### src/rtl/mem_arbiter_pkg.sv
// mem_arbiter_pkg: shared definitions for the instruction/data memory arbiter.
//   - arbiter state encoding (RUN / HALTED)
//   - store size codes, same encoding as SaveMethod (SB/SH/SW)
//   - default data burst limit and burst counter width
package mem_arbiter_pkg;

    typedef enum logic {
        ST_RUN    = 1'b0,
        ST_HALTED = 1'b1
    } arb_state_e;

    localparam logic [1:0] SB = 2'b00;
    localparam logic [1:0] SH = 2'b01;
    localparam logic [1:0] SW = 2'b10;

    localparam int MAX_BURST_DEF = 4;
    localparam int BURST_W       = 3;

endpackage

### src/rtl/mem_arb_burst_ctr.sv
// mem_arb_burst_ctr: saturating count of consecutive data grants taken while
// a fetch is waiting, with compare against the burst limit.
// Ports:
//   clk, rst_n  clock, async active-low reset
//   clr_i       clear counter (fetch granted, or no fetch waiting)
//   inc_i       data granted while a fetch waits
//   full_o      counter has reached MAX_BURST
module mem_arb_burst_ctr
    import mem_arbiter_pkg::*;
#(
    parameter int MAX_BURST = MAX_BURST_DEF
) (
    input  logic clk,
    input  logic rst_n,
    input  logic clr_i,
    input  logic inc_i,
    output logic full_o
);

    localparam logic [BURST_W-1:0] MAX_B   = BURST_W'(MAX_BURST);
    localparam logic [BURST_W-1:0] CNT_TOP = '1;

    logic [BURST_W-1:0] cnt_q, cnt_d;

    // Clear wins over increment; increment saturates at all-ones.
    always_comb begin
        cnt_d = cnt_q;
        if (clr_i)
            cnt_d = '0;
        else if (inc_i && (cnt_q != CNT_TOP))
            cnt_d = cnt_q + BURST_W'(1);
    end

    always_ff @(posedge clk or negedge rst_n) begin
        if (!rst_n) cnt_q <= '0;
        else        cnt_q <= cnt_d;
    end

    assign full_o = (cnt_q == MAX_B);

endmodule

### src/rtl/mem_arbiter.sv
// mem_arbiter: single-port memory arbiter between instruction fetch and
// data load/store. Data has priority unless a waiting fetch has already been
// passed over MAX_BURST times in a row. Grants are combinational; read data
// returns one cycle after the grant and is routed to the previous owner.
// Ports:
//   clk, rst_n                      clock, async active-low reset
//   if_req, if_addr                 fetch request / PC
//   d_rd, d_wr, d_addr, d_wdata,    data load/store request
//   d_size
//   halt_in, resume_in              halt / resume pulses
//   if_gnt, d_gnt                   grants (this cycle)
//   if_valid/if_rdata,              read responses (cycle after grant)
//   d_valid/d_rdata
//   stall                           fetch waiting but not granted
//   mem_en, mem_we, mem_addr,       memory port
//   mem_wdata, mem_size, mem_rdata
//   err                             sticky: d_rd and d_wr seen together
module mem_arbiter
    import mem_arbiter_pkg::*;
#(
    parameter int N         = 32,
    parameter int MAX_BURST = MAX_BURST_DEF
) (
    input  logic         clk,
    input  logic         rst_n,
    input  logic         if_req,
    input  logic [N-1:0] if_addr,
    input  logic         d_rd,
    input  logic         d_wr,
    input  logic [N-1:0] d_addr,
    input  logic [N-1:0] d_wdata,
    input  logic [1:0]   d_size,
    input  logic         halt_in,
    input  logic         resume_in,
    output logic         if_gnt,
    output logic         d_gnt,
    output logic         if_valid,
    output logic         d_valid,
    output logic [N-1:0] if_rdata,
    output logic [N-1:0] d_rdata,
    output logic         stall,
    output logic         mem_en,
    output logic         mem_we,
    output logic [N-1:0] mem_addr,
    output logic [N-1:0] mem_wdata,
    output logic [1:0]   mem_size,
    input  logic [N-1:0] mem_rdata,
    output logic         err
);

    arb_state_e state_q, state_d;
    logic       if_own_q, d_own_q;
    logic       err_q;
    logic       fetch_wait, burst_full, d_any;

    // ---------------- run / halt state ----------------
    // Simultaneous halt and resume leaves the state unchanged.
    always_comb begin
        state_d = state_q;
        case (state_q)
            ST_RUN:    if (halt_in && !resume_in) state_d = ST_HALTED;
            ST_HALTED: if (resume_in && !halt_in) state_d = ST_RUN;
            default:   state_d = ST_RUN;
        endcase
    end

    always_ff @(posedge clk or negedge rst_n) begin
        if (!rst_n) state_q <= ST_RUN;
        else        state_q <= state_d;
    end

    // ---------------- grant logic ----------------
    assign d_any      = d_rd | d_wr;
    assign fetch_wait = if_req & (state_q == ST_RUN);
    assign d_gnt      = d_any & ~(fetch_wait & burst_full);
    assign if_gnt     = fetch_wait & ~d_gnt;
    assign stall      = if_req & ~if_gnt;
    assign mem_en     = if_gnt | d_gnt;

    mem_arb_burst_ctr #(.MAX_BURST(MAX_BURST)) u_burst (
        .clk    (clk),
        .rst_n  (rst_n),
        .clr_i  (if_gnt | ~fetch_wait),
        .inc_i  (d_gnt & fetch_wait),
        .full_o (burst_full)
    );

    // ---------------- memory port mux ----------------
    // d_rd together with d_wr is a store: mem_we follows d_wr.
    always_comb begin
        mem_we    = 1'b0;
        mem_addr  = '0;
        mem_wdata = '0;
        mem_size  = SB;
        if (d_gnt) begin
            mem_we    = d_wr;
            mem_addr  = d_addr;
            mem_wdata = d_wdata;
            mem_size  = d_size;
        end else if (if_gnt) begin
            mem_addr  = if_addr;
            mem_size  = SW;
        end
    end

    // ---------------- response ownership / error ----------------
    // Only reads own a response slot; a store (incl. rd+wr) never returns data.
    always_ff @(posedge clk or negedge rst_n) begin
        if (!rst_n) begin
            if_own_q <= 1'b0;
            d_own_q  <= 1'b0;
            err_q    <= 1'b0;
        end else begin
            if_own_q <= if_gnt;
            d_own_q  <= d_gnt & d_rd & ~d_wr;
            if (d_rd && d_wr) err_q <= 1'b1;
        end
    end

    assign if_valid = if_own_q;
    assign d_valid  = d_own_q;
    assign if_rdata = if_own_q ? mem_rdata : '0;
    assign d_rdata  = d_own_q  ? mem_rdata : '0;
    assign err      = err_q;

endmodule

### config.mk
export PLATFORM = sky130hd
export DESIGN_NAME = mem_arbiter
export DESIGN_NICKNAME = d
export VERILOG_FILES = /design/src/rtl/mem_arbiter_pkg.sv /design/src/rtl/mem_arb_burst_ctr.sv /design/src/rtl/mem_arbiter.sv
export SDC_FILE = /design/constraint.sdc
export NUM_CORES = 1
export LEC_CHECK = 0
export CAP_MARGIN = 20
export CORE_AREA = 8 8 99 101
export CTS_CLUSTER_SIZE = 8
export DETAILED_ROUTE_END_ITERATION = 10
export DIE_AREA = 0 0 107 109
export DONT_BUFFER_PORTS = 1
export GPL_TIMING_DRIVEN = 0
export PLACE_DENSITY = 0.48
export SLEW_MARGIN = 20
export SYNTH_ARGS = -nofsm -noshare
export SYNTH_HDL_FRONTEND = slang
export SYNTH_SLANG_ARGS = --single-unit
### constraint.sdc
create_clock -name clk -period 2.09 [get_ports clk]
set_input_delay 0.5225 -clock clk [delete_from_list [all_inputs] [get_ports clk]]
set_output_delay 0.5225 -clock clk [all_outputs]
set_load 0.02 [all_outputs]
# Word level (Yosys, flattened, before mapping)

Cells that the tools add are included.

Bits in registers: 7
Input bits: 137

$add $sub $neg: 1
Eq/ne operators: 2
Multiplexer cells: 13
Bitwise operators: 17
Reductions and logical operators: 7

Operators by type and width:

| cell                  | number |
|---|---|
| $mux W32              | 5 |
| $and A1 B1 Y1         | 8 |
| $mux W3               | 2 |
| $not A1 Y1            | 6 |
| $logic_and A1 B1 Y1   | 4 |
| $mux W2               | 2 |
| $add A3 B1 Y3 const B | 1 |
| $eq A3 B3 Y1 const B  | 1 |
| $mux W1               | 3 |
| $ne A3 B3 Y1 const B  | 1 |
| $or A1 B1 Y1          | 3 |
| $logic_not A1 Y1      | 2 |
| $pmux W1 S2           | 1 |
| $reduce_bool A2 Y1    | 1 |

# Logic depth before layout (Yosys ltp)

Depth in word-level cells: 9
Gate-level depth with buffers: 6

# By module

Synthesis repeated with hierarchy kept, for this count alone.

Cell total of the unflattened synthesis: 266
Area total of the unflattened synthesis: 1959.4 µm²

By module, submodules not included:

| module            | instances | cells an instance | area each (µm²) | seq. area each (µm²) |
|---|---|---|---|---|
| mem_arbiter       | 1         | 248               | 1760.4          | 100.1 |
| mem_arb_burst_ctr | 1         | 18                | 198.9           | 75.1 |

# Worst setup path before layout

OpenSTA, ideal clock, no wires.

Path type: register -> output
From: register u_burst.cnt_q[0]
To: output port mem_size[1]
Arrival: 1491 ps
Data required time: 1567 ps
Path slack: 77 ps
Cell stages (with the launch flop): 7
Buffers on the path: 2
Path through: dfrtp_1 > inv_1 > ha_1 > and4b_1 > buf_6 > buf_12 > o22ai_1

Longest elaborated chain between the ends: 8

RTL lines:

| item                   | RTL line                | source |
|---|---|---|
| start, declared        | mem_arb_burst_ctr.sv:23 | `logic [BURST_W-1:0] cnt_q, cnt_d;` |
| start signal, assigned | mem_arb_burst_ctr.sv:36 | `else cnt_q <= cnt_d;` |
| $eq A3 B3 Y1 (*)       | mem_arb_burst_ctr.sv:39 | `assign full_o = (cnt_q == MAX_B);` |
| $and A1 B1 Y1 (*)      | mem_arbiter.sv:75       | `assign d_gnt = d_any & ~(fetch_wait & burst_full);` |
| $not A1 Y1 (*)         | mem_arbiter.sv:75       |  |
| $and A1 B1 Y1 (*)      | mem_arbiter.sv:75       |  |
| $not A1 Y1             | mem_arbiter.sv:76       | `assign if_gnt = fetch_wait & ~d_gnt;` |
| $and A1 B1 Y1          | mem_arbiter.sv:76       |  |
| $mux W2                | mem_arbiter.sv:100      | `end else if (if_gnt) begin` |
| $mux W2 (*)            | mem_arbiter.sv:95       | `if (d_gnt) begin` |
| end, declared          | mem_arbiter.sv:46       | `output logic [1:0] mem_size,` |

Mark *: on every way between the ends. The rest lies on a longest branch, timed or not.

# Worst setup path after layout

From: register u_burst.cnt_q[0]
To: output port mem_addr[26]

Longest elaborated chain between the ends: 8

RTL lines:

| item              | RTL line                | source |
|---|---|---|
| $eq A3 B3 Y1 (*)  | mem_arb_burst_ctr.sv:39 |  |
| $and A1 B1 Y1 (*) | mem_arbiter.sv:75       |  |
| $not A1 Y1 (*)    | mem_arbiter.sv:75       |  |
| $and A1 B1 Y1 (*) | mem_arbiter.sv:75       |  |
| $not A1 Y1        | mem_arbiter.sv:76       |  |
| $and A1 B1 Y1     | mem_arbiter.sv:76       |  |
| $mux W32          | mem_arbiter.sv:100      |  |
| $mux W32 (*)      | mem_arbiter.sv:95       |  |
| end, declared     | mem_arbiter.sv:44       | `output logic [N-1:0] mem_addr,` |

Marked as above.

==> flow_summary_export.csv <==
group,metric,value,unit
grt,grt_use_total,0.157,
hold_path,hold_class,"input port to register",
route,ant_nets,0,
setup_path,crit_slowest_cell,"dfrtp_1",
clocking,clk_latency,0.22,ns
die,rows,34,
final_layout,fin_cells,387,
clocking,cts_tree,"done",
timing,fmax,472,MHz
place,portBuffers,0,
route,wire_per_inst,26.4,µm
timing,final-hold-violation-count,0,
outcome,status,"finished, violations left",
outcome,violations,"setup timing",
setup_path,r2r_setup_slack,0.69,ns
die,fp.dieW,107,µm
pwr,power.density,366,nW/µm²
die,start_util,0.238,
final_layout,syn2layout_area_growth,35.9,%
setup_path,r2r-start,"u_burst.cnt_q[0]",
setup_path,timing.rr.end,"d_valid",
final_layout,nets,420,
logic_synthesis,synth_top_family_by_area,"simple AND/OR/NAND/NOR gates",
logic_synthesis,yosysTopAreaCellShare,0.204,
logic_synthesis,synthArstFlopShare,1.00,
logic_synthesis,yosys.area_share.simple,0.464,
pwr,total_power,0.992,mW
clocking,clk_path_buf_depth,2,
pwr,pwr-share-comb,0.654,
final_layout,drive_gt1_frac,0.355,
logic_synthesis,syn_nets,403,
timing,slew_headroom,0.690,
pwr,p_leak,0.976,nW
pwr,p_int,0.514,mW
setup_path,path_max_fanout,10,
logic_synthesis,synth_area_leader_cell,"and2_1",
logic_synthesis,ys_ff_latch,7,
logic_synthesis,synth_edf_count,0,
setup_path,critPathMaxStageDelay,0.37,ns
setup_path,r2r_cells,6,
clocking,root_buffer,"clkbuf_8",
logic_synthesis,synth-xor-area-share,0.00438,
pwr,switching_share,0.482,
hold_path,hold_start,"halt_in",
pwr,power.switching,0.478,mW
timing,period_share,1.01,
logic_synthesis,synth_cell_types,31,
setup_path,cp.required,1.57,ns
hold_path,holdPathStages,1,
logic_synthesis,synth_common_cells,"65 x and2_1, 33 x and3_1, 32 x nand3b_1, 32 x o21ai_0, 27 x o22ai_2",
logic_synthesis,avgSynthCellArea,7.60,µm²
clocking,ctsHtreeMaxLevel,1,
logic_synthesis,synthMuxAreaShare,0.0100,
logic_synthesis,synth_fa_ha_area_frac,0.0238,
timing,worstMarginPinSlew,0.461,ns
timing,setup-violations-final,25,
clocking,clkTransAtPathRegs,0.04,ns
hold_path,hold_path_end,"state_q",
clocking,clkSinkCount,7,
place,place_congestion,0.770,
die,fp.dieH,109,µm
grt,grt_pass1_wl,14200,µm
setup_path,worst_setup_path_start_kind,"register",
logic_synthesis,yosysWarnings,0,
final_layout,antenna_cells,0,
pwr,pwr-share-clk,0.189,
route,vias_per_cell,5.44,
route,postRouteWirelength,10200,µm
setup_path,path_cells,"inv_2 -> ha_4 -> and4b_1 -> buf_6 -> buf_12 -> o22ai_4",
setup_path,critPathKind,"register to output pin",
timing,drv_slew,0,
grt,grt_max_degree,11,
place,dp_hpwl,8430,µm
route,firstDrtPassIters,4,
logic_synthesis,syn_inst,263,
grt,antenna_found_initial,0,
timing,setup_ws,-0.0278,ns
die,top_level_ports,275,
setup_path,critPathTopFamily,"flip-flops",
grt,grt_pass1_vias,2288,
final_layout,final.fill_count,890,
setup_path,cp.arrival,1.60,ns
grt,overflow,0,
place,dp.cells,371,
final_layout,final_core_util,0.324,
setup_path,path_buf_inv,3,
logic_synthesis,synth_compound_area_frac,0.296,
timing,finClkSkew,0.00264,ns
pwr,ir_drop,140,µV
die,core_area,8380,µm²
clocking,numCtsBuffers,3,
job,max_cap_violations,0,
logic_synthesis,netlist_area,2000,µm²
die,fp.dieArea,11700,µm²
timing,period_needed,2.12,ns
route,via_count,2105,
pwr,seq_power_share,0.157,
logic_synthesis,synthTopCellsByArea,"and2_1 20%, o22ai_2 17%, nand3b_1 12%",
route,drt_iter0_markers,109,
logic_synthesis,post-synth-top-count-cell,"and2_1",
logic_synthesis,yosysSeqAreaShare,0.0877,
route,drc_errors,0,
timing,rsz0062_at_grt,"yes",
place,pre_cts_ws,-0.178,ns
logic_synthesis,synthFlopType,"dfrtp_1",
setup_path,end_kind,"output pin",
## sequential cells by signal, indices dropped and copies added, names as in the netlist
register,flops
state_q,1
if_valid,1
err,1
d_valid,1
u_burst.cnt_q,3
## power groups by stage
stage	clock network [mW]	registers, mW	logic, mW
2_1_floorplan	0	0.152	0.436
3_3_place_gp	0	0.158	0.509
3_5_place_dp	0	0.158	0.512
4_1_cts	0.194	0.156	0.640
5_1_grt	0.203	0.157	0.689
6_report	0.187	0.156	0.649
## area by class of cell
class / count / area [µm²] / area share
Multi-Input combinational cell: 219 / 1960 / 0.723
Timing Repair Buffer: 12 / 126 / 0.0465
Inverter: 3 / 11.3 / 0.00415
Sequential cell: 7 / 176 / 0.0650
Tap cell: 108 / 135 / 0.0498
Buffer: 34 / 258 / 0.0949
Clock buffer: 4 / 45.0 / 0.0166
## how the worst max path moves through the flow
stage / slack, ns / cells after the start / endpoint / from
floorplan: 0.08 / 6 / mem_size[1] / u_burst.cnt_q[0]
detailed placement: -0.18 / 4 / mem_addr[3] / if_req
global route: -0.11 / 6 / mem_addr[24] / u_burst.cnt_q[1]
CTS: -0.02 / 6 / mem_addr[17] / u_burst.cnt_q[0]
finish: -0.03 / 6 / mem_addr[26] / u_burst.cnt_q[0]
global placement: -0.13 / 4 / mem_addr[3] / if_req
## metal layers
metal,vias to the layer above,track usage,share of wire
met3,9,0.0567,0.10
met1,986,0.160,0.35
met5,-,0,0
li1,973,-,-
met4,0,0.0392,0.014
met2,137,0.296,0.54
## cells by family (layout without fill, tap and decap cells)
logic type / after synthesis / count (layout)
buffers and inverters: 37 / 53
adder cells (fa/ha/maj): 4 / 4
XOR/XNOR: 1 / 1
multiplexers: 2 / 2
flip-flops: 7 / 7
AND/OR/NAND/NOR: 142 / 142
AO/OA/AOI/OAI: 70 / 70
## repair_timing
action,4_1_cts,5_1_grt
buffers inserted,7,2
gates cloned,1,1
hold buffers,1,0
resized for setup,78,24
hold endpoints to repair,7,0
setup endpoints to repair,71,79
pin swaps,33,1
## cell usage in the layout, fill, tap and decap left out, types with 2 or more instances in the layout
master / n
and2_1: 65
and3_1: 12
and3_2: 11
and3_4: 10
buf_12: 4
buf_2: 4
buf_4: 8
buf_6: 8
clkbuf_1: 12
clkbuf_2: 8
clkbuf_8: 3
dfrtp_1: 6
ha_1: 2
inv_2: 2
mux2i_1: 2
nand3b_1: 32
nor2_4: 2
nor3_1: 3
o21ai_0: 32
o22ai_4: 32
## through the flow
stage                     hold slack [ns]  instance area [µm²]  setup TNS [ns]
after floorplan                     0.227                 2000               0
after detailed placement            0.228                 2130          -0.874
after global placement              0.228                 2130          -0.482
after CTS                           0.458                 2620          -0.221
after global routing                0.467                 2720           -2.94
final                               0.469                 2720          -0.401
Note: power is estimated with default switching activity, not from simulation.
